[src/rtl/dff_bank_arbiter.sv]
// Round-robin write arbiter for a shared WIDTH-bit register fed by four requesters.
// Each requester gets one grant, one commit, one ack, then must drop its request before it can be granted again.
module dff_bank_arbiter #(
  parameter int unsigned WIDTH = 8
) (
  input  logic                 clk,
  input  logic                 reset,
  input  logic [3:0]           req,
  input  logic [4*WIDTH-1:0]   wdata,
  input  logic                 clr,
  output logic [3:0]           grant,
  output logic [3:0]           ack,
  output logic [WIDTH-1:0]     q,
  output logic                 busy
);

  localparam int unsigned NREQ = 4;

  typedef enum logic [1:0] {IDLE, GRANT, DONE, RELEASE} state_t;

  state_t           state;
  logic [1:0]       lw;
  logic [1:0]       w;
  logic [1:0]       pick_c;
  logic             any_req_c;
  logic [WIDTH-1:0] lanes [NREQ];

  function automatic logic [3:0] onehot(input logic [1:0] i);
    logic [3:0] r;
    r    = '0;
    r[i] = 1'b1;
    return r;
  endfunction

  // Split the packed write data into per-requester lanes.
  always_comb begin
    for (int i = 0; i < NREQ; i++) begin
      lanes[i] = wdata[i*WIDTH +: WIDTH];
    end
  end

  // Rotating priority: scan from the offset farthest from lw down to the nearest, so the nearest set bit after lw wins.
  always_comb begin
    pick_c    = lw;
    any_req_c = |req;
    for (int k = NREQ; k >= 1; k--) begin
      if (req[lw + 2'(k)]) begin
        pick_c = lw + 2'(k);
      end
    end
  end

  always_ff @(posedge clk or negedge reset) begin
    if (!reset) begin
      state <= IDLE;
      lw    <= 2'd3;
      w     <= 2'd0;
      grant <= '0;
      ack   <= '0;
      q     <= '0;
      busy  <= 1'b0;
    end else begin
      case (state)
        IDLE: begin
          if (clr) begin
            q <= '0;
          end else if (any_req_c) begin
            w     <= pick_c;
            grant <= onehot(pick_c);
            busy  <= 1'b1;
            state <= GRANT;
          end
        end
        // The commit does not depend on req[w] still being high.
        GRANT: begin
          q     <= lanes[w];
          lw    <= w;
          grant <= '0;
          ack   <= onehot(w);
          state <= DONE;
        end
        DONE: begin
          ack <= '0;
          if (req[w]) begin
            state <= RELEASE;
          end else begin
            busy  <= 1'b0;
            state <= IDLE;
          end
        end
        RELEASE: begin
          if (!req[w]) begin
            busy  <= 1'b0;
            state <= IDLE;
          end
        end
        default: begin
          state <= IDLE;
          grant <= '0;
          ack   <= '0;
          busy  <= 1'b0;
        end
      endcase
    end
  end

endmodule

[config.mk]
export PLATFORM = sky130hd
export DESIGN_NAME = dff_bank_arbiter
export DESIGN_NICKNAME = d
export VERILOG_FILES = /design/src/rtl/dff_bank_arbiter.sv
export SDC_FILE = /design/constraint.sdc
export NUM_CORES = 1
export LEC_CHECK = 0
export CAP_MARGIN = 20
export CORE_ASPECT_RATIO = 1.25
export CORE_MARGIN = 2
export CORE_UTILIZATION = 30
export DETAILED_ROUTE_END_ITERATION = 7
export SYNTH_ARGS = -nofsm -noshare
export SYNTH_HDL_FRONTEND = slang
export SYNTH_SLANG_ARGS = --single-unit
[constraint.sdc]
create_clock -name clk -period 4.2 [get_ports clk]
set_input_delay 0.84 -clock clk [delete_from_list [all_inputs] [get_ports clk]]
set_output_delay 0.84 -clock clk [all_outputs]
set_load 0.005 [all_outputs]
==> flow_summary.toml, run 1 <==
[run_status]
status = "finished clean"

[grt]
grt_pass1_wl_um = 5580
grt_max_degree = 24
antenna_found_initial = 0
grt_pass1_vias = 1161
overflow = 0
grt_use_total = 0.141

[setup_path]
startpoint_type = "input pin"
path_cells = "clkdlybuf4s50_1 > mux2_2 > a31oi_1 > nand3_1 > mux2_4"
max_stage_delay_ns = 0.52
critPathBufInv = 1
cp.required_ns = 4.35
crit_family = "multiplexers"
r2r_start = "state[1]"
critPathSlowestCell = "clkdlybuf4s50_1"
path_class = "input pin to flop"
r2r_end = "q[3]"
end_kind = "flop"
reg2regPathDepth = 5
arrival_ns = 2.29
crit_fanout = 8
r2r_slack_ns = 2.23

[logic_synthesis]
muxShareOfSynthArea = 0.187
ys.flop_type = "dfrtp_1"
synthDistinctLibCells = 39
synth_edf_count = 0
async_flop_share = 1.00
synth_xor_area_frac = 0
syn_area_per_cell_um2 = 11.7
ys_top_cells_by_count = "dfrtp_1, a22o_1, inv_1"
ys_warn_count = 0
ys_seq_area_frac = 0.428
netlist_instances = 115
synthMostInstantiatedCell = "dfrtp_1"
yosys.area_share.simple = 0.0982
synth_area_um2 = 1350
synth-compound-area-share = 0.196
netlist_top_cells_area = "dfrtp_1, mux4_2, a22o_1, ha_1, dfstp_2"
syn-num-nets = 159
yosys.area.top_type = "dfrtp_1"
synth_top_family_by_area = "compound AO/OA/AOI/OAI gates"
synth_fa_ha_area_frac = 0.0463
synth_seq_cells = 23
synth_top_area_share = 0.389

[timing]
tns_ns = 0
skew_ns = 0.00295
finalHoldViolations = 0
finalCritPeriodShare = 0.510
maxSlewViolCount = 0
period_needed_ns = 2.14
relSlewSlack = 0.483
worstMarginPinSlew_ns = 0.775
fmax_mhz = 467
rsz0062_at_grt = "no"
setup_viol = 0

[clock_tree]
cts_tree = "yes"
htreeDepth = 1
clock_sinks = 23
post_cts_buffers = 0
cts_root_buffer = "clkbuf_8"
cts_buffer_depth = 2
clk_pin_slew_ns = 0.08
ctsHoldBuffers = 0
insertion_delay_ns = 0.26
cts_resized = 0
numCtsBuffers = 3

[placement]
gp_congestion = 0.764
dpl_cell_area_um2 = 1950
io_buffer_count = 55
dp_hpwl_um = 2710

[hold_path]
holdPathStages = 1
min_to = "q[5]"
min_from = "q[5]"
hold_class = "flop to flop"

[pwr]
swShare = 0.363
vdd_ir_drop_max_mv = 0.171
powerDensity_nw_per_um2 = 628
intPower_uw = 807
power.switching_uw = 461
seqPwrFrac = 0.359
p_comb_frac = 0.535
leakage_uw = 0.000803
power.total_uw = 1270
p_clk_frac = 0.105

[drt]
wirelength_um = 3520
drc = 0
drt_iter0_markers = 48
vias = 1179
dr.pass1.iters = 4
ant_nets = 0
wl_per_cell_um = 15.3
routed_via_density = 5.13

[layout]
nets = 217
syn2layout_area_growth_pct = 49.6
drive_gt1_frac = 0.116
fin_area_um2 = 2020
n_antenna_cell = 0

[floorplanning]
die_x_um = 64
io_pins = 56
die-area_um2 = 5060
core_area_um2 = 4360
fp-row-count = 27
die_height_um = 79
start_util = 0.310

[job]
maxCapViolations = 0
==> placed cells by master, fill, tap and decap left out, drive strengths merged, types with 5 or more instances in the layout <==
| cell | n |
|---|---|
| clkdlybuf4s50 | 55 |
| dfrtp | 21 |
| inv | 9 |
| a22o | 9 |
| mux4 | 8 |
| nand2 | 7 |
| o21ai | 6 |
| nand2b | 5 |
| ha | 5 |
==> power groups by stage <==
stage	sequential (uW)	clock, uW	combinational, uW
after global placement	456	0	673
after floorplan	408	0	458
after CTS	459	137	686
after global routing	477	149	749
after detailed placement	464	0	679
final	455	134	679
==> routing by layer <==
| layer | global-route usage | wire, um |
|---|---|---|
| met2 | 0.252 | 1770 |
| met3 | 0.0326 | 269 |
| met5 | 0 | 0 |
| met4 | 0.0457 | 41 |
| met1 | 0.164 | 1440 |
==> flip-flops by register name, indices dropped and copies added, names as in the netlist <==
name and flops:
grant 4, busy 1, q 8, state 2
ack 4, w 2, lw 2
==> worst register-to-register path, cell delays in order (launching register included) <==
cell,delay [ns]
dfrtp_1,0.45
inv_1,0.13
ha_1,0.33
mux2i_2,0.55
nor2_2,0.17
a22o_1,0.24
==> area by class of cell <==
cell class | count | area [um2]
clock buffer | 4 | 45.0
fill | 395 | 2340
inverter | 9 | 33.8
multi-input combinational | 80 | 712
sequential | 23 | 578
tap | 58 | 72.6
timing repair buffer | 56 | 578
==> stage by stage <==
step | hold WS (ns) | setup slack [ns] | utilization | cells
3_3_place_gp | 0.488 | 1.83 | 0.447 | 225
3_5_place_dp | 0.490 | 1.79 | 0.447 | 225
5_1_grt | 0.527 | 1.95 | 0.463 | 230
6_report | 0.511 | 2.06 | 0.463 | 230
2_1_floorplan | 0.496 | 2.42 | - | 115
4_1_cts | 0.513 | 2.06 | 0.457 | 229
==> cells by family (layout without fill, tap and decap cells) <==
family,count (synthesis),after routing
AOI/OAI and AO/OA,36,36
and+or+nand+nor,25,25
DFF,23,23
muxes,14,14
buffers and inverters,12,69
adders and majority gates,5,5
==> how the worst max path moves through the flow <==
stage                     startpoint        to  depth (start not counted)
after floorplan               req[3]      busy                          4
after global placement        req[3]      busy                          5
after detailed placement      req[1]  grant[1]                          5
after CTS                     req[1]  grant[1]                          5
after global routing          req[3]  grant[2]                          5
final                         req[3]      busy                          5
Note: power is estimated with default switching activity, not from simulation.
==> run 2: changes to the inputs <==
- clock period: 4.2 -> 2.1 ns (I/O delays scaled with it)
==> run 2 against run 1 <==
Effect of this change:
- utilization grew 0.057 points
- highest routed layer unchanged
- setup slack lost 1.7 ns
- die area is the same
- global-route usage grew 1.2 points
- critical endpoint unchanged
==> flow_summary.toml, run 2 (synthesized netlist as in run 1, its figures left out) <==
[grt]
grt_use_total = 0.153
grt_pass1_wl_um = 6110
antenna_found_initial = 0
grt_max_degree = 24
overflow = 0
grt_pass1_vias = 1256

[timing]
finalCritPeriodShare = 0.818
worstMarginPinSlew_ns = 0.516
skew_ns = 0.00159
rsz0062_at_grt = "no"
period_needed_ns = 1.72
maxSlewViolCount = 0
hold_ws_ns = 0.509
relSlewSlack = 0.656
fmax_mhz = 582
setup_viol = 0
finalHoldViolations = 0
tns_ns = 0

[clock_tree]
numCtsBuffers = 3
cts_tree = "yes"
cts_root_buffer = "clkbuf_8"
cts_buffer_depth = 2
insertion_delay_ns = 0.26
htreeDepth = 1
ctsHoldBuffers = 0
clock_sinks = 23
clk_pin_slew_ns = 0.08
cts_resized = 0
post_cts_buffers = 0

[layout]
ff_latch_area_um2 = 578
top_regs = "q x8, ack x4, grant x4"
drive_gt1_frac = 0.131
num-fill-cells = 393
postLayoutCoreUtil = 0.464
top_register = "q"
layout_common_cells = "clkdlybuf4s50_1, dfrtp_1, inv_1, a22o_1, mux4_2"
largest_register_ff_count = 8
n_antenna_cell = 0
syn2layout_area_growth_pct = 49.8
multi_input_area_um2 = 712
final_common_cell = "clkdlybuf4s50_1"
nets = 220

[drt]
wl_per_cell_um = 15.3
vias = 1183
ant_nets = 0
dr.pass1.iters = 4
drt_iter0_markers = 43
drc = 0
wirelength_um = 3570
routed_via_density = 5.08

[floorplanning]
die_height_um = 79
core_area_um2 = 4360
io_pins = 56
die-area_um2 = 5060
fp-row-count = 27
start_util = 0.310
die_x_um = 64

[setup_path]
crit_fanout = 8
startpoint_type = "input pin"
arrival_ns = 1.86
end_kind = "flop"
path_class = "input pin to flop"
cp.required_ns = 2.25

[pwr]
p_comb_frac = 0.563
intPower_uw = 1650
leakage_uw = 0.000809
seqPwrFrac = 0.333
power.total_uw = 2580
p_clk_frac = 0.103
powerDensity_nw_per_um2 = 1280
swShare = 0.362
power.switching_uw = 933
vdd_ir_drop_max_mv = 0.358

[placement]
io_buffer_count = 55
gp_congestion = 0.814

[run_status]
status = "finished clean"

[hold_path]
hold_class = "input pin to async pin"

[job]
maxCapViolations = 0
==> run 2: routing by layer <==
layer  global-route usage  wire (um)
met4               0.0543         34
met5                    0          0
met1                0.183       1520
met2                0.266       1780
met3               0.0354        236
==> run 2: worst paths after layout <==
check,from,to,slack [ns],cells past startpoint
worst max register to register,state[1],q[3],0.44,5
min in group clk,q[7],q[7],0.51,1
worst max-delay path,req[3],busy,0.38,5
worst min-delay path,reset,q[3],0.51,2
max in group asynchronous,reset,lw[0],1.30,2
worst min register to register,q[7],q[7],0.51,1
==> run 2: layout make-up <==
cell class / instances / share of cell area
Multi-Input combinational cell: 80 / 0.352
Timing Repair Buffer: 59 / 0.287
Sequential cell: 23 / 0.286
Tap cell: 58 / 0.0359
Clock buffer: 4 / 0.0223
Inverter: 9 / 0.0167
==> run 2: critical path, stage by stage <==
cell and delay [ns]:
clkdlybuf4s50_1 0.53, mux2_2 0.34, a31oi_1 0.17, nand3_1 0.11, mux2_4 0.30
==> run 2: per-stage QoR <==
stage	instances	cell area (um2)	setup slack (ns)
final	233	2020	0.383
after global placement	229	1980	0.160
after CTS	233	2020	0.401
after floorplan	115	1350	0.445
after global routing	233	2020	0.244
after detailed placement	229	1980	0.117
==> run 2: power groups by stage <==
stage               Combinational (uW)  Sequential [uW]  Clock [uW]
floorplan                          917              815           0
global placement                  1450              861           0
detailed placement                1470              874           0
CTS                               1480              866         277
global route                      1610              900         296
finish                            1450              860         266
